**config.mk**
```make
export PLATFORM = sky130hd
export DESIGN_NAME = cache_mem_arbiter
export DESIGN_NICKNAME = d
export VERILOG_FILES = /design/src/rtl/cache_mem_arbiter.sv
export SDC_FILE = /design/constraint.sdc
export NUM_CORES = 1
export LEC_CHECK = 0
export ABC_AREA = 1
export ABC_CLOCK_PERIOD_IN_PS = 2250
export CAP_MARGIN = 20
export CORE_AREA = 2 2 294 296
export CTS_BUF_LIST = sky130_fd_sc_hd__clkbuf_16
export DETAILED_ROUTE_END_ITERATION = 6
export DIE_AREA = 0 0 296 298
export HOLD_SLACK_MARGIN = 0.08
export SLEW_MARGIN = 20
export SYNTH_ARGS = -nofsm -noshare
export SYNTH_HDL_FRONTEND = slang
export SYNTH_SLANG_ARGS = --single-unit
export TNS_END_PERCENT = 10
```
**constraint.sdc**
```tcl
create_clock -name clk_i -period 2.25 [get_ports clk_i]
set_input_delay 0.5625 -clock clk_i [delete_from_list [all_inputs] [get_ports clk_i]]
set_output_delay 0.5625 -clock clk_i [all_outputs]
set_load 0.005 [all_outputs]
```
**src/rtl/cache_mem_arbiter.sv**
```systemverilog
// Two-port line arbiter between a data cache and an instruction cache sharing
// one memory port. One line transaction is outstanding at a time. Simultaneous
// requests alternate round-robin. A requester that is killed mid-flight lets the
// memory transaction finish, but does not receive an ack.
module cache_mem_arbiter #(
    parameter int ADDR_W = 32,
    parameter int LINE_W = 128
) (
    input  logic              clk_i,
    input  logic              rst_ni,
    // dcache side
    input  logic              dcache2arb_req_i,
    input  logic              dcache2arb_wr_i,
    input  logic [ADDR_W-1:0] dcache2arb_addr_i,
    input  logic [LINE_W-1:0] dcache2arb_wdata_i,
    input  logic              dcache_kill_i,
    output logic              arb2dcache_ack_o,
    output logic [LINE_W-1:0] arb2dcache_rdata_o,
    // icache side
    input  logic              icache2arb_req_i,
    input  logic [ADDR_W-1:0] icache2arb_addr_i,
    input  logic              icache_kill_i,
    output logic              arb2icache_ack_o,
    output logic [LINE_W-1:0] arb2icache_rdata_o,
    // memory side
    output logic              arb2mem_req_o,
    output logic              arb2mem_wr_o,
    output logic [ADDR_W-1:0] arb2mem_addr_o,
    output logic [LINE_W-1:0] arb2mem_wdata_o,
    input  logic              mem2arb_ack_i,
    input  logic [LINE_W-1:0] mem2arb_rdata_i
);

    typedef enum logic [1:0] {
        ST_IDLE = 2'd0,
        ST_BUSY = 2'd1,
        ST_DONE = 2'd2
    } state_t;

    localparam logic OWN_D = 1'b0;
    localparam logic OWN_I = 1'b1;

    state_t              state_r;
    logic                owner_r;
    logic                last_grant_r;
    logic                killed_r;
    logic                mem_req_r;
    logic                mem_wr_r;
    logic [ADDR_W-1:0]   mem_addr_r;
    logic [LINE_W-1:0]   mem_wdata_r;

    logic                d_elig_s;
    logic                i_elig_s;
    logic                grant_vld_s;
    logic                grant_sel_s;
    logic                owner_kill_s;
    logic                mem_done_s;
    logic                d_ack_s;
    logic                i_ack_s;

    // Eligibility and round-robin selection among requests seen in IDLE.
    always_comb begin
        d_elig_s    = dcache2arb_req_i & ~dcache_kill_i;
        i_elig_s    = icache2arb_req_i & ~icache_kill_i;
        grant_vld_s = d_elig_s | i_elig_s;
        if (d_elig_s && i_elig_s) begin
            if (last_grant_r == OWN_D) begin
                grant_sel_s = OWN_I;
            end else begin
                grant_sel_s = OWN_D;
            end
        end else if (i_elig_s) begin
            grant_sel_s = OWN_I;
        end else begin
            grant_sel_s = OWN_D;
        end
    end

    // Completion decode: the ack goes straight to the current owner unless it was killed.
    always_comb begin
        if (owner_r == OWN_I) begin
            owner_kill_s = icache_kill_i;
        end else begin
            owner_kill_s = dcache_kill_i;
        end
        mem_done_s = (state_r == ST_BUSY) && mem2arb_ack_i;
        d_ack_s    = mem_done_s && !killed_r && (owner_r == OWN_D);
        i_ack_s    = mem_done_s && !killed_r && (owner_r == OWN_I);
    end

    // Transaction FSM. The memory request registers are loaded on grant and held through BUSY.
    always_ff @(posedge clk_i or negedge rst_ni) begin
        if (!rst_ni) begin
            state_r      <= ST_IDLE;
            owner_r      <= OWN_D;
            last_grant_r <= OWN_I;
            killed_r     <= 1'b0;
            mem_req_r    <= 1'b0;
            mem_wr_r     <= 1'b0;
            mem_addr_r   <= {ADDR_W{1'b0}};
            mem_wdata_r  <= {LINE_W{1'b0}};
        end else begin
            case (state_r)
                ST_IDLE: begin
                    if (grant_vld_s) begin
                        state_r      <= ST_BUSY;
                        owner_r      <= grant_sel_s;
                        last_grant_r <= grant_sel_s;
                        mem_req_r    <= 1'b1;
                        if (grant_sel_s == OWN_I) begin
                            mem_wr_r    <= 1'b0;
                            mem_addr_r  <= icache2arb_addr_i;
                            mem_wdata_r <= {LINE_W{1'b0}};
                        end else begin
                            mem_wr_r    <= dcache2arb_wr_i;
                            mem_addr_r  <= dcache2arb_addr_i;
                            mem_wdata_r <= dcache2arb_wdata_i;
                        end
                    end else begin
                        state_r <= ST_IDLE;
                    end
                end
                ST_BUSY: begin
                    if (owner_kill_s) begin
                        killed_r <= 1'b1;
                    end else begin
                        killed_r <= killed_r;
                    end
                    if (mem2arb_ack_i) begin
                        state_r   <= ST_DONE;
                        mem_req_r <= 1'b0;
                    end else begin
                        state_r   <= ST_BUSY;
                    end
                end
                ST_DONE: begin
                    // One dead cycle so a requester dropping req after its ack is never regranted.
                    state_r  <= ST_IDLE;
                    killed_r <= 1'b0;
                end
                default: begin
                    state_r   <= ST_IDLE;
                    killed_r  <= 1'b0;
                    mem_req_r <= 1'b0;
                end
            endcase
        end
    end

    assign arb2mem_req_o      = mem_req_r;
    assign arb2mem_wr_o       = mem_wr_r;
    assign arb2mem_addr_o     = mem_addr_r;
    assign arb2mem_wdata_o    = mem_wdata_r;
    assign arb2dcache_ack_o   = d_ack_s;
    assign arb2icache_ack_o   = i_ack_s;
    assign arb2dcache_rdata_o = mem2arb_rdata_i;
    assign arb2icache_rdata_o = mem2arb_rdata_i;

endmodule

```
==> metrics.cfg, run 1 <==
[synth]
syn-num-nets=1453
syn-cell-area_um2=9580
synth_cell_types=22
synth_flop_cell=dfrtp_1
syn_avg_cell_area_um2=8.52
async_reset_ff_share_pct=100
ys_ff_latch=167
synth_edf_count=0
ys_warn_count=0
synth_cells=1125
yosysSeqAreaShare_pct=43.6

[clock_tree]
cts_buffers=17
cts_tree=built
clk_pin_slew_ns=0.08
h-tree-depth=4
insertion_delay_ns=0.49
clk_path_buf_depth=2
clkSinkCount=167
cts_root_buf=clkbuf_16
cts_setup_buffers=0

[global_route]
overflow=0
grt_use_total_pct=8.04
grt_antenna_before_repair=5
grt_pass1_vias=7558
grt_max_degree=52
grt_pass1_wl_um=50500

[sta]
period_share_pct=97.6
setup_viol=0
slew_viol_final=0
hold_viol_final=0
final.setup.tns_ns=0
fin_crit_ns=2.20
skew_ns=0.00958
fin_ws_ns=0.0538
tightest_slew_ns=0.423
slew_headroom_pct=71.8
grt_setup_unrepaired=yes
fmax_mhz=455

[floorplan]
io_pins=748
initial_core_util_pct=11.3
core_um2=84900
die_y_um=298
die-area_um2=88200
row_count=107
die_w_um=296

[place]
hpwl_um=27000
port_buffers=363
post-place-ws_ns=-0.413
dpl-instance-area_um2=13100
gp_congestion=0.754

[pwr]
switching_share_pct=32.6
power_density_nw_per_um2=985
p_leak_uw=0.00621
comb_power_share_pct=40.1
pwr-share-clk_pct=23.3
worst_ir_drop_vdd_mv=0.625
p_int_uw=9080
p_total_uw=13500
seq_power_share_pct=36.5
p_switching_uw=4400

[setup_path]
r2r_slack_ns=0.66
crit_fanout=3
path_class=input pin to primary output
cp-end-kind=primary output
cp.required_ns=1.69
start_kind=input pin
cp.arrival_ns=1.63

[routing]
drt_first_pass_iters=4
drt_iter0_markers=355
via_count=7572
wire_per_inst_um=14.9
routed_wirelength_um=36100
avgViaCountPerCell=3.12
drt_drc_violations_left=0
ant_nets=0

[final_layout]
drive_above_1_share_pct=14.6
fin_nets=1596
final_util_pct=16.1
area.growth.synth_to_final_pct=42.8
postLayoutCellArea_um2=13700

[job]
cap_violations=0

[run_status]
run_status=finished, final reports clean

[min_path]
worstHoldPathType=flip-flop to flip-flop

[through the flow]
step / std cells / hold slack, ns
after floorplan: 1125 / 0.267
final: 2426 / 0.478
after CTS: 2425 / 0.484
after detailed placement: 2392 / 0.464
after global placement: 2392 / 0.461
after global routing: 2425 / 0.493
[path summary, 6_finish.rpt]
check | startpoint | end | cells past startpoint
max | mem2arb_ack_i | arb2dcache_ack_o | 5
min | arb2mem_wdata_o[114] | arb2mem_wdata_o[114] | 2
max reg2reg | last_grant_r | arb2mem_wdata_o[92] | 6
min reg2reg | arb2mem_wdata_o[114] | arb2mem_wdata_o[114] | 2
max in group asynchronous | rst_ni | arb2mem_wdata_o[60] | 3
min in group asynchronous | rst_ni | arb2mem_wdata_o[109] | 2
[Yosys cell counts, types with 3 or more instances]
library cell  instances  area (um^2)
inv_1                70          263
nand3_1             123          616
nand3_2              71          711
buf_1                 6         22.5
buf_2                32          160
inv_2                 3         11.3
clkbuf_1              3         11.3
dfrtp_1             166         4150
buf_4               265         1990
nand2_1             363         1360
buf_12                8          160
[critical path, stage by stage]
cell and delay [ns]:
clkdlybuf4s50_1 0.50, inv_1 0.09, nor4_2 0.22, buf_4 0.16, buf_4 0.11
[cell families (layout without fill, tap and decap cells)]
logic type / count (synthesis) / in the layout / share of synthesized area [%]
simple gates: 562 / 562 / 28.4
buf+inv: 389 / 545 / 27.5
flops: 167 / 167 / 43.6
compound gates: 7 / 7 / 0.483
other cells: 0 / 1 / 0
[layout make-up]
cell class                 count  area (um^2)
antenna                        1         2.50
clock buffer                  17          425
clock inverter                15          168
fill                        9636        71200
inverter                      74          283
multi-input combinational    569         2790
sequential                   167         4180
tap                         1144         1430
timing repair buffer         439         4400
[cell usage in the layout (no fill, tap or decap), drive strengths merged]
master	Yosys	routed
dlygate4sd2	0	1
nor4	2	2
dlygate4sd3	0	1
dfstp	1	1
dfrtp	166	166
diode	0	1
nor2	2	2
buf	312	76
a21oi	3	3
nand2	364	364
o21ai	4	4
clkinvlp	0	1
bufinv	0	2
clkinv	1	6
clkbuf	3	19
inv	73	80
nand3	194	194
clkdlybuf4s50	0	359
[layer usage]
metal  up-vias  global-route usage [%]  share of wire (%)
met2       494                    11.0                 40
met1      3401                    8.34                 38
met3       151                    5.07                 14
met5         -                   0.998               0.40
met4         8                    7.24                8.0
li1       3518                       -                  -
[state kept, by name, summed over array words and instances, names as in the netlist]
| name | count |
|---|---|
| arb2mem_req_o | 1 |
| arb2mem_wr_o | 1 |
| arb2mem_addr_o | 32 |
| last_grant_r | 1 |
| killed_r | 1 |
| state_r | 2 |
| owner_r | 1 |
| arb2mem_wdata_o | 128 |
[power by group through the flow]
stage                     Clock (uW)  Combinational, uW  Sequential, uW
after floorplan                    0               2090            5000
after global placement             0               5470            4950
after detailed placement           0               5520            4940
after CTS                       3370               5530            4930
after global routing            3450               5980            5070
final                           3140               5410            4920
[repair_timing]
action	CTS	global route
setup endpoints to repair	3	2
hold endpoints to repair	26	0
resized for setup	5	2
hold buffers	1	0
(Power assumes the default switching activity.)
==> run 2, diff against run 1 <==
--- a/config.mk
+++ b/config.mk
@@ -8,10 +8,10 @@
 export ABC_AREA = 1
 export ABC_CLOCK_PERIOD_IN_PS = 2250
 export CAP_MARGIN = 20
-export CORE_AREA = 2 2 294 296
+export CORE_AREA = 2 2 290 292
 export CTS_BUF_LIST = sky130_fd_sc_hd__clkbuf_16
 export DETAILED_ROUTE_END_ITERATION = 6
-export DIE_AREA = 0 0 296 298
+export DIE_AREA = 0 0 292 294
 export HOLD_SLACK_MARGIN = 0.08
 export SLEW_MARGIN = 20
 export SYNTH_ARGS = -nofsm -noshare
==> run 2 against run 1 <==
  * Final cell count decreased by 3.1%
  * Routed wire length shrank 3.6%
  * Power grew 0.13%
  * Sequential cell count stayed put
  * Global-route usage about the same
  * Maximum frequency rose by 1.5%
  * Via count decreased by 1.3%
  * Clock-buffer cell count unchanged
  * Utilization grew 0.26 points
  * Worst setup slack better by 0.032 ns
  * Clock power increased by 2%
  * Highest routed layer unchanged
==> metrics.cfg, run 2 (synthesis results as in run 1) <==
[sta]
skew_ns=0.0135  ; +0.00388 ns
fmax_mhz=462  ; +1.5%
setup_viol=0  ; unchanged
hold_viol_final=0  ; unchanged
slew_headroom_pct=66.8  ; -5.0 points
tightest_slew_ns=0.498  ; +0.0753 ns
final.setup.tns_ns=0  ; unchanged
fin_ws_ns=0.0861  ; +0.0322 ns
period_share_pct=96.2  ; -1.4 points
grt_setup_unrepaired=no
slew_viol_final=0  ; unchanged
fin_crit_ns=2.16  ; -0.0322 ns

[setup_path]
start_kind=flip-flop
crit_buf_inv=1  ; -3
crit_family=buffers and inverters
path_class=flip-flop to primary output
critPathMaxStageDelay_ns=0.77  ; +0.27 ns
slowest_stage=clkdlybuf4s50_1
cp.arrival_ns=1.60  ; -0.03 ns
crit_fanout=2  ; -1
cp-end-kind=primary output
r2r_slack_ns=0.64  ; -0.02 ns
path_cells=clkdlybuf4s50_1
cp.required_ns=1.69  ; about the same

[floorplan]
die_w_um=292  ; -1.4%
io_pins=748  ; unchanged
core_um2=82900  ; -2.3%
initial_core_util_pct=11.6  ; +0.27 points
die_y_um=294  ; -1.3%
row_count=106  ; -0.93%
die-area_um2=85800  ; -2.7%

[clock_tree]
clk_path_buf_depth=2  ; unchanged
h-tree-depth=4  ; unchanged
insertion_delay_ns=0.49  ; about the same
clkSinkCount=167  ; unchanged
cts_root_buf=clkbuf_16
clk_pin_slew_ns=0.07  ; about the same
cts_tree=built
cts_buffers=17  ; unchanged

[place]
post-place-ws_ns=-0.444  ; -0.0312 ns
hpwl_um=26200  ; -3.0%
gp_congestion=0.748  ; -0.72%
port_buffers=363  ; unchanged

[global_route]
overflow=0  ; unchanged
grt_max_degree=60  ; +15%
grt_use_total_pct=8.03  ; -0.012 points
grt_pass1_wl_um=49900  ; -1.3%
grt_pass1_vias=7561  ; +0.040%
grt_antenna_before_repair=4  ; -1

[routing]
wire_per_inst_um=14.8  ; -0.59%
via_count=7473  ; -1.3%
drt_first_pass_iters=4  ; unchanged
drt_drc_violations_left=0  ; unchanged
routed_wirelength_um=34800  ; -3.6%
avgViaCountPerCell=3.18  ; +1.8%
drt_iter0_markers=324  ; -8.7%
ant_nets=0  ; unchanged

[final_layout]
final_cell_mix=nand2_1, clkdlybuf4s50_1, dfrtp_1, nand3_1
regArea_um2=4180  ; unchanged
multi_input_area_um2=2810  ; +0.63%
drive_above_1_share_pct=13.9  ; -0.66 points
fin_nets=1585  ; -0.69%
largest_register_ffs=128  ; unchanged
final_common_cell=nand2_1
fillCellCount=9366  ; -2.8%
area.growth.synth_to_final_pct=41.7

[pwr]
worst_ir_drop_vdd_mv=0.536  ; -14%
p_total_uw=13500  ; +0.13%
p_leak_uw=0.00616  ; -0.82%
power_density_nw_per_um2=994  ; +0.88%

[run_status]
run_status=finished, final reports clean

[job]
cap_violations=0  ; unchanged

[min_path]
worstHoldPathType=flip-flop to flip-flop

[run 2: report_power, final]
| group | internal (uW) | switching (uW) |
|---|---|---|
| Clock | 1750 | 1440 |
| Combinational | 3150 | 2230 |
| Sequential | 4220 | 702 |
[run 2: per-stage QoR]
step | hold WS [ns] | instances | instance area [um^2] | utilization [%]
after floorplan | 0.267 | 1125 | 9580 | -
after global placement | 0.461 | 2317 | 12900 | 15.6
after detailed placement | 0.464 | 2317 | 12900 | 15.6
after CTS | 0.476 | 2351 | 13600 | 16.4
after global routing | 0.487 | 2351 | 13600 | 16.4
final | 0.472 | 2352 | 13600 | 16.4
[run 2: metal layers]
layer  part of all wire (%)  GRT usage, %  wire (um)
met1                     37          8.36      13000
met2                     43          11.5      14900
met3                     13          5.00       4560
met4                    6.6          6.37       2300
met5                   0.12         0.170         43
[run 2: repair_timing]
action,CTS,global route
buffers inserted,1,0
hold buffers,1,0
endpoints found under the setup margin,2,1
pin swaps,2,0
hold endpoints to repair,40,0
resized for setup,9,1
[run 2: path summary, 6_finish.rpt]
kind,from,endpoint,cells past startpoint
min in group asynchronous,rst_ni,arb2mem_wdata_o[92],2
hold / removal,last_grant_r,last_grant_r,2
setup / recovery,arb2mem_addr_o[0],arb2mem_addr_o[0],1
max in group asynchronous,rst_ni,last_grant_r,3
hold reg to reg,last_grant_r,last_grant_r,2
setup reg to reg,last_grant_r,arb2mem_wdata_o[62],6
[run 2: area by class of cell]
type,instances,area share (%)
Timing Repair Buffer,428,32.0
Sequential cell,167,30.8
Multi-Input combinational cell,569,20.7
Tap cell,1080,9.95
Clock buffer,17,3.13
Inverter,74,2.08
Clock inverter,15,1.30
Antenna cell,2,0.0369
[run 2: worst min-delay path, cell delays in order (launching register included)]
cell and delay [ns]:
dfstp_2 0.38, nand2_1 0.06, nand2_1 0.04
==> run 3, diff against run 2 <==
--- a/config.mk
+++ b/config.mk
@@ -12,6 +12,7 @@
 export CTS_BUF_LIST = sky130_fd_sc_hd__clkbuf_16
 export DETAILED_ROUTE_END_ITERATION = 6
 export DIE_AREA = 0 0 292 294
+export GPL_TIMING_DRIVEN = 0
 export HOLD_SLACK_MARGIN = 0.08
 export SLEW_MARGIN = 20
 export SYNTH_ARGS = -nofsm -noshare
==> run 3 against run 2 <==
  * Clock-buffer cell count is the same
  * Register-to-register slack worse by 0.26 ns
  * Largest power group unchanged
  * Final cell count increased by 22%
  * Power increased by 7.0%
  * Largest cell class unchanged
  * Highest routed layer unchanged
==> metrics.cfg, run 3 (synthesis results as in run 1) <==
[run_status]
run_status=finished, final reports clean

[setup_path]
crit_buf_inv=3  ; +2
path_class=input pin to primary output
critPathMaxStageDelay_ns=0.49  ; -0.28 ns
cp-end-kind=primary output
cp.arrival_ns=1.60  ; about the same
cp.required_ns=1.69  ; about the same
r2r_slack_ns=0.38  ; -0.26 ns
crit_cells=4  ; +3
reg2reg_from=last_grant_r
path_cells=clkdlybuf4s50_1, inv_1, nor4_1, buf_2
crit_fanout=4  ; +2
r2r-end=arb2mem_wdata_o[57]
start_kind=input pin
crit_family=buffers and inverters
slowest_stage=clkdlybuf4s50_1
rr_worst_depth=6  ; unchanged

[final_layout]
postLayoutCellArea_um2=17800  ; +31%
largest_register_ffs=128  ; unchanged
multi_input_area_um2=2790  ; -0.67%
area.growth.synth_to_final_pct=85.8
final_cell_mix=clkdlybuf4s50_1, nand2_1, buf_4, dfrtp_1, nand3_1
regArea_um2=4180  ; unchanged
fin_nets=2094  ; +32%
fillCellCount=9142  ; -2.4%
final_common_cell=clkdlybuf4s50_1
drive_above_1_share_pct=23.8  ; +9.8 points
fin_cells=2865  ; +22%

[clock_tree]
cts_tree=built
clkSinkCount=167  ; unchanged
clk_pin_slew_ns=0.07  ; about the same
clk_path_buf_depth=2  ; unchanged
cts_setup_buffers=0  ; -1
cts_buffers=17  ; unchanged
h-tree-depth=4  ; unchanged
insertion_delay_ns=0.48  ; about the same
cts_root_buf=clkbuf_16

[floorplan]
core_um2=82900  ; unchanged
row_count=106  ; unchanged
io_pins=748  ; unchanged
die-area_um2=85800  ; unchanged
die_y_um=294  ; unchanged
initial_core_util_pct=11.6  ; unchanged
die_w_um=292  ; unchanged

[min_path]
worstHoldPathType=flip-flop to flip-flop
min_delay_path_depth=2  ; unchanged
hold-path-endpoint=arb2mem_wdata_o[75]
hold_start=arb2mem_wdata_o[75]

[global_route]
grt_antenna_before_repair=5  ; +1
grt_max_degree=75  ; +25%
grt_use_total_pct=10.3  ; +2.2 points
grt_pass1_wl_um=63500  ; +27%
grt_pass1_vias=9338  ; +24%
overflow=0  ; unchanged

[routing]
ant_nets=0  ; unchanged
via_count=9303  ; +24%
drt_first_pass_iters=6  ; +2
wire_per_inst_um=15.9  ; +7.9%
drt_drc_violations_left=0  ; unchanged
routed_wirelength_um=45700  ; +31%
avgViaCountPerCell=3.25  ; +2.2%
drt_iter0_markers=313  ; -3.4%

[sta]
fmax_mhz=462  ; about the same
tightest_slew_ns=0.592  ; +0.0940 ns
fin_crit_ns=2.16  ; +0.000505 ns
fin_ws_ns=0.0856  ; -0.000505 ns
slew_headroom_pct=60.5  ; -6.3 points
slew_viol_final=0  ; unchanged
setup_viol=0  ; unchanged
skew_ns=0.0178  ; +0.00439 ns
period_share_pct=96.2  ; about the same
hold_viol_final=0  ; unchanged
grt_setup_unrepaired=yes

[pwr]
power_density_nw_per_um2=810  ; -18%
p_leak_uw=0.00828  ; +34%
worst_ir_drop_vdd_mv=0.516  ; -3.8%

[job]
cap_violations=0  ; unchanged

[place]
post-place-ws_ns=-0.791  ; -0.347 ns
hpwl_um=37400  ; +43%
dp_cells=2826  ; +22%
dpl-instance-area_um2=17200  ; +33%
gp_congestion=0.780  ; +4.2%
port_buffers=619  ; +71%

-- run 3: cell types whose count changed in the layout (fill, tap and decap cells not counted), moves of 3 or more --
cell	delta
clkdlybuf4s50_1	+255
buf_4	+219
buf_2	+35
buf_12	-10
buf_1	+5
inv_8	+5
clkinvlp_4	-4
diode_2	+4
bufinv_16	-3
-- run 3: what timing repair did --
| action | in CTS | in global routing |
|---|---|---|
| setup endpoints to repair | 14 | 34 |
| gates resized for setup | 14 | 4 |
| hold buffers | 1 | 0 |
| hold endpoints to repair | 22 | 0 |
-- run 3: per-stage QoR --
step	hold slack (ns)	util [%]	power (uW)	TNS (ns)
2_1_floorplan	0.267	-	7090	0
3_3_place_gp	0.460	20.7	11500	-1330.14
3_5_place_dp	0.448	20.7	11500	-66.45
4_1_cts	0.480	21.4	14800	0
5_1_grt	0.494	21.5	15500	-0.000847
6_report	0.478	21.5	14400	0
-- run 3: how the worst max path moves through the flow --
| stage | end | from | slack, ns |
|---|---|---|---|
| after floorplan | arb2icache_ack_o | mem2arb_ack_i | 0.78 |
| after global placement | arb2mem_wdata_o[15] | rst_ni | -7.65 |
| after detailed placement | arb2mem_addr_o[0] | dcache_kill_i | -0.79 |
| after CTS | arb2mem_wdata_o[57] | dcache_kill_i | 0.003 |
| after global routing | arb2icache_ack_o | mem2arb_ack_i | -0.0008 |
| final | arb2icache_ack_o | mem2arb_ack_i | 0.09 |
-- run 3: worst min-delay path, delay by kind of cell, from the launching register on --
| kind | cells | cell delay (ns) |
|---|---|---|
| flops | 1 | 0.35 |
| simple gates | 2 | 0.10 |
-- run 3: where the power goes --
part	switching, uW	internal (uW)	total (uW)
registers	726	4220	4950
logic	2630	3760	6390
clock network	1610	1490	3100
total	4960	9470	14400
-- run 3: metal layers --
layer / routed length, um / global-route usage (%) / up-vias
li1: - / - / 4524
met1: 18300 / 11.8 / 4311
met2: 22400 / 17.6 / 419
met3: 3940 / 3.60 / 43
met4: 999 / 3.66 / 6
met5: 41 / 0 / -
-- run 3: layout make-up --
| class | instances | share of cell area, % |
|---|---|---|
| Timing Repair Buffer | 622 | 35.1 |
| Sequential cell | 167 | 23.5 |
| Multi-Input combinational cell | 569 | 15.7 |
| Buffer | 315 | 13.2 |
| Tap cell | 1080 | 7.59 |
| Clock buffer | 17 | 2.39 |
| Inverter | 74 | 1.56 |
| Clock inverter | 15 | 0.871 |
| Antenna cell | 6 | 0.0843 |
